File: src/rtl/one_byte_uart_rx_if.sv
// Receive-side bundle between the UART RX pin, the receiver and user logic.
// The slave modport is the receiver; the master modport drives the line and consumes bytes.
interface one_byte_uart_rx_if;
  logic       rx_in;
  logic [7:0] rx_data;
  logic       rx_valid;
  logic       rx_frame_err;
  logic       rx_busy;

  modport master (
    output rx_in,
    input  rx_data,
    input  rx_valid,
    input  rx_frame_err,
    input  rx_busy
  );

  modport slave (
    input  rx_in,
    output rx_data,
    output rx_valid,
    output rx_frame_err,
    output rx_busy
  );
endinterface

File: src/rtl/one_byte_uart_rx.sv
// 8N1 UART receiver; bit timing restarts on every start-bit falling edge.
// Delivers each good byte with a one-cycle valid strobe, bad stop bits with a frame-error strobe.
//
// state | meaning
// IDLE  | line idle, waiting for a high-to-low transition
// START | counting to the start-bit middle, rejecting glitches
// DATA  | sampling 8 data bits, LSB first, one per bit period
// STOP  | sampling the stop bit, then reporting byte or framing error
module one_byte_uart_rx #(
  parameter int CLK_FREQ  = 50000000,
  parameter int BAUD_RATE = 115200,
  parameter int BAUD_CNT  = CLK_FREQ / BAUD_RATE,
  parameter int HALF_CNT  = BAUD_CNT / 2
) (
  input logic                   clk,
  input logic                   rst_n,
  one_byte_uart_rx_if.slave     bus
);

  localparam logic [1:0] IDLE  = 2'd0;
  localparam logic [1:0] START = 2'd1;
  localparam logic [1:0] DATA  = 2'd2;
  localparam logic [1:0] STOP  = 2'd3;

  localparam logic [15:0] HALF_LAST = 16'(HALF_CNT - 1);
  localparam logic [15:0] BAUD_LAST = 16'(BAUD_CNT - 1);

  logic [1:0]  state;
  logic        rx_s1, rx_s2, rx_s3;
  logic [15:0] cnt;
  logic [2:0]  bit_idx;
  logic [7:0]  shreg;
  logic [7:0]  rx_data;
  logic        rx_valid;
  logic        rx_frame_err;
  logic        fall;

  // A held-low line never produces a fall, so a break does not retrigger.
  assign fall = rx_s3 & ~rx_s2;

  always_ff @(posedge clk or negedge rst_n) begin
    if (!rst_n) begin
      rx_s1        <= 1'b1;
      rx_s2        <= 1'b1;
      rx_s3        <= 1'b1;
      state        <= IDLE;
      cnt          <= 16'd0;
      bit_idx      <= 3'd0;
      shreg        <= 8'h00;
      rx_data      <= 8'h00;
      rx_valid     <= 1'b0;
      rx_frame_err <= 1'b0;
    end else begin
      rx_s1        <= bus.rx_in;
      rx_s2        <= rx_s1;
      rx_s3        <= rx_s2;
      rx_valid     <= 1'b0;
      rx_frame_err <= 1'b0;
      case (state)
        IDLE: begin
          cnt     <= 16'd0;
          bit_idx <= 3'd0;
          if (fall) state <= START;
        end
        START: begin
          if (cnt == HALF_LAST) begin
            cnt   <= 16'd0;
            state <= rx_s2 ? IDLE : DATA;
          end else begin
            cnt <= cnt + 16'd1;
          end
        end
        DATA: begin
          if (cnt == BAUD_LAST) begin
            cnt     <= 16'd0;
            shreg   <= {rx_s2, shreg[7:1]};
            bit_idx <= bit_idx + 3'd1;
            if (bit_idx == 3'd7) state <= STOP;
          end else begin
            cnt <= cnt + 16'd1;
          end
        end
        STOP: begin
          if (cnt == BAUD_LAST) begin
            cnt   <= 16'd0;
            state <= IDLE;
            if (rx_s2) begin
              rx_data  <= shreg;
              rx_valid <= 1'b1;
            end else begin
              rx_frame_err <= 1'b1;
            end
          end else begin
            cnt <= cnt + 16'd1;
          end
        end
        default: state <= IDLE;
      endcase
    end
  end

  assign bus.rx_data      = rx_data;
  assign bus.rx_valid     = rx_valid;
  assign bus.rx_frame_err = rx_frame_err;
  assign bus.rx_busy      = (state != IDLE);

endmodule

File: src/flat_wrapper.sv
// flat-port wrapper written by rule: the top's interface ports become plain ports
module one_byte_uart_rx_flat 
#(
  parameter int CLK_FREQ  = 50000000,
  parameter int BAUD_RATE = 115200,
  parameter int BAUD_CNT  = CLK_FREQ / BAUD_RATE,
  parameter int HALF_CNT  = BAUD_CNT / 2
)
  (clk, rst_n, bus_rx_in, bus_rx_data, bus_rx_valid, bus_rx_frame_err, bus_rx_busy);
  one_byte_uart_rx_if bus_i ();
  input logic clk;
  input logic rst_n;
  input wire logic [$bits(bus_i.rx_in)-1:0] bus_rx_in;
  output wire logic [$bits(bus_i.rx_data)-1:0] bus_rx_data;
  output wire logic [$bits(bus_i.rx_valid)-1:0] bus_rx_valid;
  output wire logic [$bits(bus_i.rx_frame_err)-1:0] bus_rx_frame_err;
  output wire logic [$bits(bus_i.rx_busy)-1:0] bus_rx_busy;
  assign bus_i.rx_in = bus_rx_in;
  assign bus_rx_data = bus_i.rx_data;
  assign bus_rx_valid = bus_i.rx_valid;
  assign bus_rx_frame_err = bus_i.rx_frame_err;
  assign bus_rx_busy = bus_i.rx_busy;
  one_byte_uart_rx #(.CLK_FREQ(CLK_FREQ), .BAUD_RATE(BAUD_RATE), .BAUD_CNT(BAUD_CNT), .HALF_CNT(HALF_CNT)) u_core (.clk(clk), .rst_n(rst_n), .bus(bus_i));
endmodule
File: config.mk
export PLATFORM = sky130hd
export DESIGN_NAME = one_byte_uart_rx_flat
export DESIGN_NICKNAME = d
export VERILOG_FILES = /design/src/rtl/one_byte_uart_rx_if.sv /design/src/rtl/one_byte_uart_rx.sv /design/src/flat_wrapper.sv
export SDC_FILE = /design/constraint.sdc
export NUM_CORES = 1
export LEC_CHECK = 0
export CELL_PAD_IN_SITES_DETAIL_PLACEMENT = 0
export CELL_PAD_IN_SITES_GLOBAL_PLACEMENT = 1
export CORE_MARGIN = 2
export CORE_UTILIZATION = 49
export DETAILED_ROUTE_END_ITERATION = 10
export HOLD_SLACK_MARGIN = 0.02
export PLACE_DENSITY = 0.86
export SYNTH_ARGS = -nofsm -noshare
export SYNTH_HDL_FRONTEND = slang
export SYNTH_SLANG_ARGS = --single-unit
File: constraint.sdc
create_clock -name clk -period 3.9 [get_ports clk]
set_clock_uncertainty 0.05 [all_clocks]
set_input_delay 0.39 -clock clk [delete_from_list [all_inputs] [get_ports clk]]
set_output_delay 0.39 -clock clk [all_outputs]
set_load 0.05 [all_outputs]
==> run_results.csv <==
group,metric,value,unit
sta,fin_crit_sh,58.8,%
clock_network,clockBufferDepth,2,
place,pre_cts_ws,1890,ps
synthesis,syn_area_per_cell,12.2,µm²
power,leakagePower,0.991,nW
place,dp_cells,222,
power,power_density,428,nW/µm²
sta,setup-violations-final,0,
place,port_buffers,13,
route,avgRoutedWirePerCell,14.8,µm
floorplan,rows,23,
sta,fin_tns_setup,0,ps
grt,grt_util_met3,5.92,%
sta,fmax,436,MHz
grt,grt_pass1_wl,5700,µm
hold_path,hold_path_class,"primary input to async pin",
route,drt_wl_total,3410,µm
synthesis,synth.area.mux_share,10.5,%
grt,met1_usage,19.9,%
worst_setup_path,worstPathArrival,1850,ps
layout,diodes,0,
synthesis,synth_area,2000,µm²
synthesis,synth_cell_types,37,
clock_network,cts-resized-gates,0,
clock_network,cts_tree,"done",
clock_network,cts-root-buf,"clkbuf_8",
sta,tightest_slew,878,ps
floorplan,io_pins,14,
layout,drive_gt1_share,21.1,%
place,place_hpwl,2360,µm
floorplan,core_area,3970,µm²
floorplan,fp.dieH,67.9,µm
grt,antenna_found_initial,0,
clock_network,clock_latency,300,ps
synthesis,ys_seq_elements,42,
grt,busiest_layer,"met2",
route,vias,1238,
worst_setup_path,r2r-end,"u_core.bus.rx_data[2]",
worst_setup_path,end_kind,"primary output",
place,routabilityCongestion,0.760,
route,drc,0,
sta,period_needed,2290,ps
floorplan,start_util,50.3,%
synthesis,synth_top_family_by_area,"simple AND/OR/NAND/NOR gates",
layout,nNetsFinal,187,
route,drt_iter0_markers,46,
grt,overflow,0,
clock_network,cts_setup_buffers,0,
synthesis,synth-xor-area-share,5.70,%
grt,grt_max_degree,43,
clock_network,cts.sinks,42,
synthesis,synth_compound_area_share,3.63,%
grt,groute.usage.overall,17.1,%
clock_network,htree_levels,2,
layout,final_cell_mix,"dfrtp_1 (39), nor2_1 (17), clkdlybuf4s50_1 (12)",
worst_setup_path,cp-start-kind,"flip-flop",
route,drt-pass1-iter-count,4,
grt,grt_pass1_vias,1254,
clock_network,cts_hold_buffers,0,
worst_setup_path,r2r-start,"u_core.cnt[2]",
sta,final.setup.worst_slack,1610,ps
power,vdd_drop_max,0.311,mV
route,ant_nets,0,
worst_setup_path,worstPathRequired,3460,ps
floorplan,die_w,67.9,µm
synthesis,yosys_warnings,0,
worst_setup_path,reg2reg_slack,1910,ps
worst_setup_path,crit_type,"flip-flop to primary output",
synthesis,netlist_instances,164,
synthesis,synthesis.nets,172,
synthesis,synth_seq_area_share,52.8,%
layout,syn_to_final_growth,13.1,%
synthesis,synth_fa_ha_area_share,3.13,%
grt,met2_usage,29.3,%
sta,final_max_slew_viol_count,0,
sta,rsz0062_at_grt,"false",
layout,final_common_cell,"dfrtp_1",
worst_setup_path,crit_fanout,11,
worst_setup_path,rr_worst_depth,4,
clock_network,cts_buffers,5,
sta,max_slew_margin,41.5,%
layout,layout.cells.non_filler,230,
run_status,outcome,"completed",
run,max-cap-violations,0,
clock_network,cts.clk_slew.worst_paths,80,ps
synthesis,synthSimpleGateAreaFrac,21.4,%
sta,final-hold-violation-count,0,
route,via_per_inst,5.38,
floorplan,dieArea,4600,µm²
-- area by class of cell --
type	instances	area (µm²)
fill	334	1710
sequential	42	1050
multi-input combinational	111	886
timing repair buffer	13	125
clock buffer	5	68.8
tap	50	62.6
clock inverter	3	40.0
inverter	6	22.5
-- routing by layer --
metal / vias up / part of all wire, %
li1: 596 / -
met2: 20 / 51
met4: 0 / 1.1
met5: - / 0
met3: 5 / 3.9
met1: 617 / 44
-- synthesized netlist by cell type --
cell	number	area, µm²
nor3b_1	3	22.5
or2_0	1	6.26
xnor2_1	11	96.3
buf_6	2	22.5
nand3_1	9	45.0
mux2_2	8	90.1
mux2_4	8	120
or2_2	2	12.5
a21oi_1	2	10.0
and4b_1	1	10.0
or4b_1	1	10.0
o22a_1	1	8.76
dfstp_2	3	78.8
nand4_1	3	18.8
o311ai_1	1	8.76
clkbuf_1	2	7.51
nand4_4	1	21.3
nor2_1	17	63.8
inv_1	6	22.5
nor3_1	5	25.0
nor4_4	2	42.5
nand3_2	2	20.0
nor2b_1	2	12.5
and4_1	1	8.76
a22oi_4	1	21.3
dfrtp_1	39	976
o211ai_1	2	15.0
and3b_1	1	8.76
ha_1	5	62.6
buf_2	1	5.00
o41ai_1	1	8.76
nand2_1	11	41.3
nor2_4	1	11.3
and2b_1	1	7.51
nor4_1	4	25.0
xor2_1	2	17.5
nand2b_4	1	13.8
-- per-stage QoR --
stage          power [mW]  instance area, µm²  hold WS, ps  utilization (%)
6_report            0.967                2260          155             56.9
2_1_floorplan       0.603                2000         44.4                -
4_1_cts             0.980                2260          194             56.9
3_5_place_dp        0.642                2150          307             54.2
3_3_place_gp        0.633                2150          297             54.2
5_1_grt              1.02                2260          222             56.9
-- worst max-delay path, cell delays in order, from the launching register on --
cell and delay, ps:
dfrtp_1 500, or2_2 350, clkdlybuf4s50_1 700
-- power breakdown --
part	switching [mW]	total, mW	internal, mW	leakage [nW]
logic	0.0682	0.123	0.0548	0.366
registers	0.0445	0.508	0.464	0.566
clock network	0.147	0.336	0.188	0.0579
-- flip-flops by register name, summed over array words and instances (netlist names), named ones only --
register,flops
u_core.cnt,16
u_core.state,1
u_core.shreg,8
u_core.rx_s3,1
u_core.bit_idx,3
u_core.bus.rx_data,8
u_core.rx_s2,1
u_core.rx_s1,1
u_core.bus.rx_frame_err,1
u_core.bus.rx_valid,1
-- worst max path at each step --
stage	slack [ps]	cells past startpoint	endpoint
final	1610	2	bus_rx_busy
after global placement	1940	2	bus_rx_busy
after global routing	1550	2	bus_rx_busy
after CTS	1600	2	bus_rx_busy
after detailed placement	1890	4	u_core.bus.rx_data[1]
after floorplan	2170	5	u_core.shreg[0]
-- logic make-up after synthesis --
family	after synthesis
XOR/XNOR	13
flip-flops	42
multiplexers	16
AO/OA/AOI/OAI	8
AND/OR/NAND/NOR	69
buffers and inverters	11
adder cells (fa/ha/maj)	5
No activity file was read; power rests on OpenSTA's default activity.
==> RTL edit 1, RTL diff (same settings) <==
`BAUD_RATE` is set to 115200 in 2 places; all go to 57600.
--- a/src/rtl/one_byte_uart_rx.sv
+++ b/src/rtl/one_byte_uart_rx.sv
@@ -9,5 +9,5 @@
 module one_byte_uart_rx #(
   parameter int CLK_FREQ  = 50000000,
-  parameter int BAUD_RATE = 115200,
+  parameter int BAUD_RATE = 57600,
   parameter int BAUD_CNT  = CLK_FREQ / BAUD_RATE,
   parameter int HALF_CNT  = BAUD_CNT / 2
--- a/src/flat_wrapper.sv
+++ b/src/flat_wrapper.sv
@@ -3,5 +3,5 @@
 #(
   parameter int CLK_FREQ  = 50000000,
-  parameter int BAUD_RATE = 115200,
+  parameter int BAUD_RATE = 57600,
   parameter int BAUD_CNT  = CLK_FREQ / BAUD_RATE,
   parameter int HALF_CNT  = BAUD_CNT / 2
Function: same outputs for any inputs over 10 cycles, from zero or initial values and one cycle with rst_n low; that may be too few to reach the edited logic, so the function may still have changed.
==> RTL edit 1 against the original RTL <==
First-iteration DRC count up 100%; utilization up 1.6 points; total power fell by 8.4%; sequential cell count did not move; critical path depth is 1 higher; synthesized cell count down 1.8%; setup slack gained 0.020 ns; routed wire length fell by 9.7%; synthesized area is 3.6% lower; design area decreased by 3.8%.
==> RTL edit 1: results (changes against the original RTL) <==
Parameter                              Value

Power
  Maximum vdd ir drop ... 0.000304 V (-2.4%)
  Sequential share of power ... 56.5% (+3.9 points)
  Power drawn by the sequential cells ... 500 uW (-2%)
  Sw power ... 249 uW (-4.3%)
  Comb power frac ... 11.5% (-1.2 points)
  Lkg Pwr ... 0.000987 uW (-0.39%)

Cells and area
  NumNets Final ... 183 (-2.1%)
  Fraction of layout cells with a size suffix above 1 ... 19.8% (-1.3 points)
  Finished Layout Cells ... 225 (-2.2%)

Route
  Highest metal used ... met4
  Ratio of routed vias to standard cells ... 5.38 (about the same)
  Routed length on met3 ... 129 um (-3.0%)
  Routed wirelength normalized by instance count ... 13.7 um (-7.7%)
  WL met2 ... 1.45 mm (-16%)
  Initial DRC Count ... 92 (+100%)
  Routed metal-1 wire length ... 1.43 mm (-5.2%)

Place
  Worst setup slack before clock tree synthesis ... 1.66 ns (-0.228 ns)
  Placed instance area ... 0.00208 mm^2 (-3.3%)
  Post-DP HPWL ... 2.15 mm (-9.0%)
  Routability congestion estimate from global placement ... 0.716 (-5.8%)
  Cell count after placement ... 217 (-2.3%)

Yosys
  Yosys cell types ... 36 (-2.7%)
  Synthesized area per cell ... 12.0 um^2 (-1.8%)
  Top cells by count, synth ... sky130_fd_sc_hd__dfrtp_1, sky130_fd_sc_hd__nor2_1, sky130_fd_sc_hd__xnor2_1
  Net count after synthesis ... 168 (-2.3%)
  Part of the Yosys area used for sequential elements ... 54.7% (+2.0 points)
  Share of synthesized flip-flops with an asynchronous set or reset ... 100% (unchanged)
  Largest cells by area after synthesis ... sky130_fd_sc_hd__dfrtp_1, sky130_fd_sc_hd__mux2_4, sky130_fd_sc_hd__xnor2_1

Status
  Run status ... complete, no violations

Global routing
  Via count of the first global-routing pass ... 1147 (-8.5%)
  Met3 track demand over resource in global routing ... 5.07% (-0.85 points)
  Wire length of the first global-routing pass ... 5.40 mm (-5.3%)
  GR met2 Demand/Resource ... 25.0% (-4.3 points)
  GRT Overall Usage ... 16.4% (-0.68 points)
  Met1 capacity usage during global routing ... 21.9% (+2.1 points)

Clock network
  Number of buffers inserted during clock tree synthesis ... 5 (unchanged)
  CTS max path bufs ... 2 (unchanged)
  Root buffer cell ... sky130_fd_sc_hd__clkbuf_8

Setup path
  Worst reg-to-reg path cell count ... 4 (unchanged)
  Crit path arrival time ... 1.83 ns (-0.02 ns)

STA
  Slew at the pin with the worst max-slew slack ... 0.888 ns (+0.0107 ns)

Min path
  Kind of path behind the tightest hold check ... in2async
RTL edit 1: cell count changes after synthesis, moves of 2 or more:
| cell | unedited run | this run |
|---|---|---|
| sky130_fd_sc_hd__nand3_2 | 2 | 0 |
| sky130_fd_sc_hd__a21oi_1 | 2 | 0 |
| sky130_fd_sc_hd__nand4_1 | 3 | 5 |
| sky130_fd_sc_hd__nor3b_1 | 3 | 1 |
| sky130_fd_sc_hd__xnor2_1 | 11 | 13 |
| sky130_fd_sc_hd__nor2_1 | 17 | 19 |
RTL edit 1: path summary, 6_finish.rpt:
check / start / to / slack, ns
min reg2reg: u_core.rx_s1 / u_core.rx_s2 / 0.31
min: rst_n / u_core.bus.rx_data[6] / 0.16
min in group clk: u_core.rx_s1 / u_core.rx_s2 / 0.31
max in group asynchronous: rst_n / u_core.cnt[6] / 3.09
max reg2reg: u_core.cnt[13] / u_core.cnt[13] / 1.70
max: register / bus_rx_busy / 1.63
RTL edit 1: cells by family after synthesis:
kind of cell	Yosys count	share of synthesized area, %
muxes	16	10.9
DFF	42	54.7
xor gates and xnor gates	14	6.36
buffers and inverters	11	2.79
AOI/OAI and AO/OA	5	2.34
and+or+nand+nor	69	20.3
adders and majority gates	4	2.60
RTL edit 1: worst max-delay path: stages (launching register included):
cell                              delay (ns)
sky130_fd_sc_hd__dfrtp_1                0.54
sky130_fd_sc_hd__nor2_1                 0.14
sky130_fd_sc_hd__inv_1                  0.07
sky130_fd_sc_hd__clkdlybuf4s50_1        0.79
RTL edit 1: final cells by class:
class	instances	area, um^2
Timing Repair Buffer	13	125
Clock inverter	3	23.8
Sequential cell	42	1050
Tap cell	48	60.1
Clock buffer	5	68.8
Inverter	6	22.5
Multi-Input combinational cell	108	818
Fill cell	307	1540
==> RTL edit 2, RTL diff (config.mk and constraints unchanged) <==
Made on the original files. Reset style: synchronous (`rst_n`), changed in one clocked block.
--- a/src/rtl/one_byte_uart_rx.sv
+++ b/src/rtl/one_byte_uart_rx.sv
@@ -39,5 +39,5 @@
   assign fall = rx_s3 & ~rx_s2;
 
-  always_ff @(posedge clk or negedge rst_n) begin
+  always_ff @(posedge clk) begin
     if (!rst_n) begin
       rx_s1        <= 1'b1;
Behaviour: differs if rst_n is asserted again (counterexample within 4 cycles, from zero or initial values and one cycle with rst_n low); with rst_n held inactive, the same outputs for 10 cycles.
==> RTL edit 2 against the original RTL <==
Sequential cell count is the same; setup slack better by 0.039 ns; critical path depth stayed put; critical endpoint unchanged; die area fell by 4.5%; synthesized area shrank 4.8%; cell count grew 9.6%; first-iteration DRC count up 110%; routed wire length down 5.0%; utilization rose by 1.0 points; design area fell by 5.4%; critical path type unchanged.
Power is not compared: it rests on default switching activity, and its combinational part moved more than twofold at a synthesized area within 25%.
==> RTL edit 2: results (changes against the original RTL) <==
Parameter                              Value

Status
  Run status ... complete, no violations

Route
  Routed wirelength normalized by instance count ... 12.8 um (-13%)
  Initial DRC Count ... 98 (+110%)
  Total number of vias ... 1340 (+8.2%)
  Drt drc ... 0 (unchanged)

Cells and area
  NumNets Final ... 211 (+13%)
  Fraction of layout cells with a size suffix above 1 ... 10.3% (-11 points)

Setup path
  Flop2flop setup slack ... 2.02 ns (+0.11 ns)
  Endpoint of the worst register-to-register path ... u_core.shreg[6]
  Highest fanout seen on the critical path ... 14 (+3)
  Launch instance of the worst register-to-register path ... u_core.cnt[0]
  Crit path arrival time ... 1.81 ns (-0.04 ns)
  Worst reg-to-reg path cell count ... 5 (+1)
  Slowest stage delay, CP ... 0.79 ns (+0.09 ns)

Global routing
  Wire length of the first global-routing pass ... 5.99 mm (+5.1%)
  Pin count of the biggest net entering global routing ... 35 (-19%)
  Via count of the first global-routing pass ... 1356 (+8.1%)
  Met3 track demand over resource in global routing ... 5.11% (-0.81 points)
  GRT Overall Usage ... 17.7% (+0.59 points)
  Met1 capacity usage during global routing ... 23.3% (+3.4 points)
  GR met2 Demand/Resource ... 27.5% (-1.8 points)

STA
  Slew at the pin with the worst max-slew slack ... 0.494 ns (-0.384 ns)
  Final worst hold slack ... 0.382 ns (+0.227 ns)

Yosys
  Net count after synthesis ... 201 (+17%)
  Part of the Yosys area used for sequential elements ... 44.2% (-8.6 points)
  Dominant synthesized flop cell ... sky130_fd_sc_hd__dfxtp_1
  Top cells by count, synth ... sky130_fd_sc_hd__dfxtp_1, sky130_fd_sc_hd__nand2_1, sky130_fd_sc_hd__mux2i_1, sky130_fd_sc_hd__nor2_1, sky130_fd_sc_hd__nand3_1
  Share of synthesized flip-flops with an asynchronous set or reset ... 0% (-100 points)
  Largest cells by area after synthesis ... sky130_fd_sc_hd__dfxtp_1, sky130_fd_sc_hd__mux2i_1, sky130_fd_sc_hd__nand2_1
  Yosys cell types ... 42 (+14%)

Place
  Routability congestion estimate from global placement ... 0.795 (+4.5%)
  Post-DP HPWL ... 2.27 mm (-3.6%)

Power
  Sw power ... approximately 160 uW

Clock network
  Setup repair bufs after CTS ... 0 (unchanged)
  Number of buffers inserted during clock tree synthesis ... 5 (unchanged)
  H-tree depth ... 2 (unchanged)

Min path
  Kind of path behind the tightest hold check ... reg2reg
  WHS Endpoint ... u_core.rx_s2
## RTL edit 2: cell count changes in the layout (fill, tap and decap cells not counted), sizes merged, moves of 3 or more
cell	delta
and4	+3
dfstp	-3
nand3b	+3
nor3	-3
dfrtp	-39
dfxtp	+42
mux2	-16
xor2	+3
nand2	+13
mux2i	+16
nand2b	+3
nor3b	-3
xnor2	-3
nand4	+4
## RTL edit 2: power groups by stage
| stage | Sequential (uW) | Combinational (uW) | Clock [uW] |
|---|---|---|---|
| floorplan | 442 | 14.4 | 0 |
| global placement | 444 | 17.4 | 0 |
| detailed placement | 444 | 18.1 | 0 |
| CTS | 434 | 18.1 | 282 |
| global route | 434 | 19.3 | 299 |
| finish | 433 | 18.0 | 276 |
## RTL edit 2: layout make-up
| type | instances | area, um^2 |
|---|---|---|
| inverters | 4 | 15.0 |
| repair buffers | 14 | 138 |
| well taps | 48 | 60.1 |
| flip-flops and latches | 42 | 841 |
| multi-input cells | 136 | 993 |
| fillers | 346 | 1550 |
| clock inverters | 3 | 21.3 |
| clock buffers | 5 | 68.8 |
## RTL edit 2: cells by family after synthesis
kind of cell	share of synthesized area, %
and+or+nand+nor	29.2
DFF	44.2
muxes	8.42
buffers and inverters	3.62
xor gates and xnor gates	5.98
AOI/OAI and AO/OA	5.33
adders and majority gates	3.29
## RTL edit 2: metrics by stage
stage               instance area (um^2)  cells
floorplan                           1900    193
global placement                    2050    244
detailed placement                  2050    244
CTS                                 2140    252
global route                        2140    252
finish                              2140    252
## RTL edit 2: metal layers
layer | vias up | part of all wire [%] | routed length (um)
li1 | 699 | - | -
met1 | 622 | 52 | 1670
met2 | 13 | 44 | 1420
met3 | 6 | 2.8 | 92
met4 | 0 | 1.6 | 51
met5 | - | 0 | 0
## RTL edit 2: worst max-delay path by stage
stage | start | to | slack [ns] | cells past startpoint
floorplan | u_core.cnt[2] | u_core.cnt[10] | 2.27 | 6
global route | register | bus_rx_busy | 1.58 | 2
detailed placement | rst_n | u_core.cnt[13] | 1.97 | 6
finish | register | bus_rx_busy | 1.65 | 2
CTS | register | bus_rx_busy | 1.64 | 2
global placement | register | bus_rx_busy | 1.98 | 2
## RTL edit 2: worst register-to-register path, cell delays in order, from the launching register on
cell and delay (ns):
sky130_fd_sc_hd__dfxtp_1 0.41, sky130_fd_sc_hd__ha_1 0.19, sky130_fd_sc_hd__and3b_1 0.20, sky130_fd_sc_hd__nand4_4 0.24, sky130_fd_sc_hd__nand2b_1 0.45, sky130_fd_sc_hd__mux2i_1 0.21
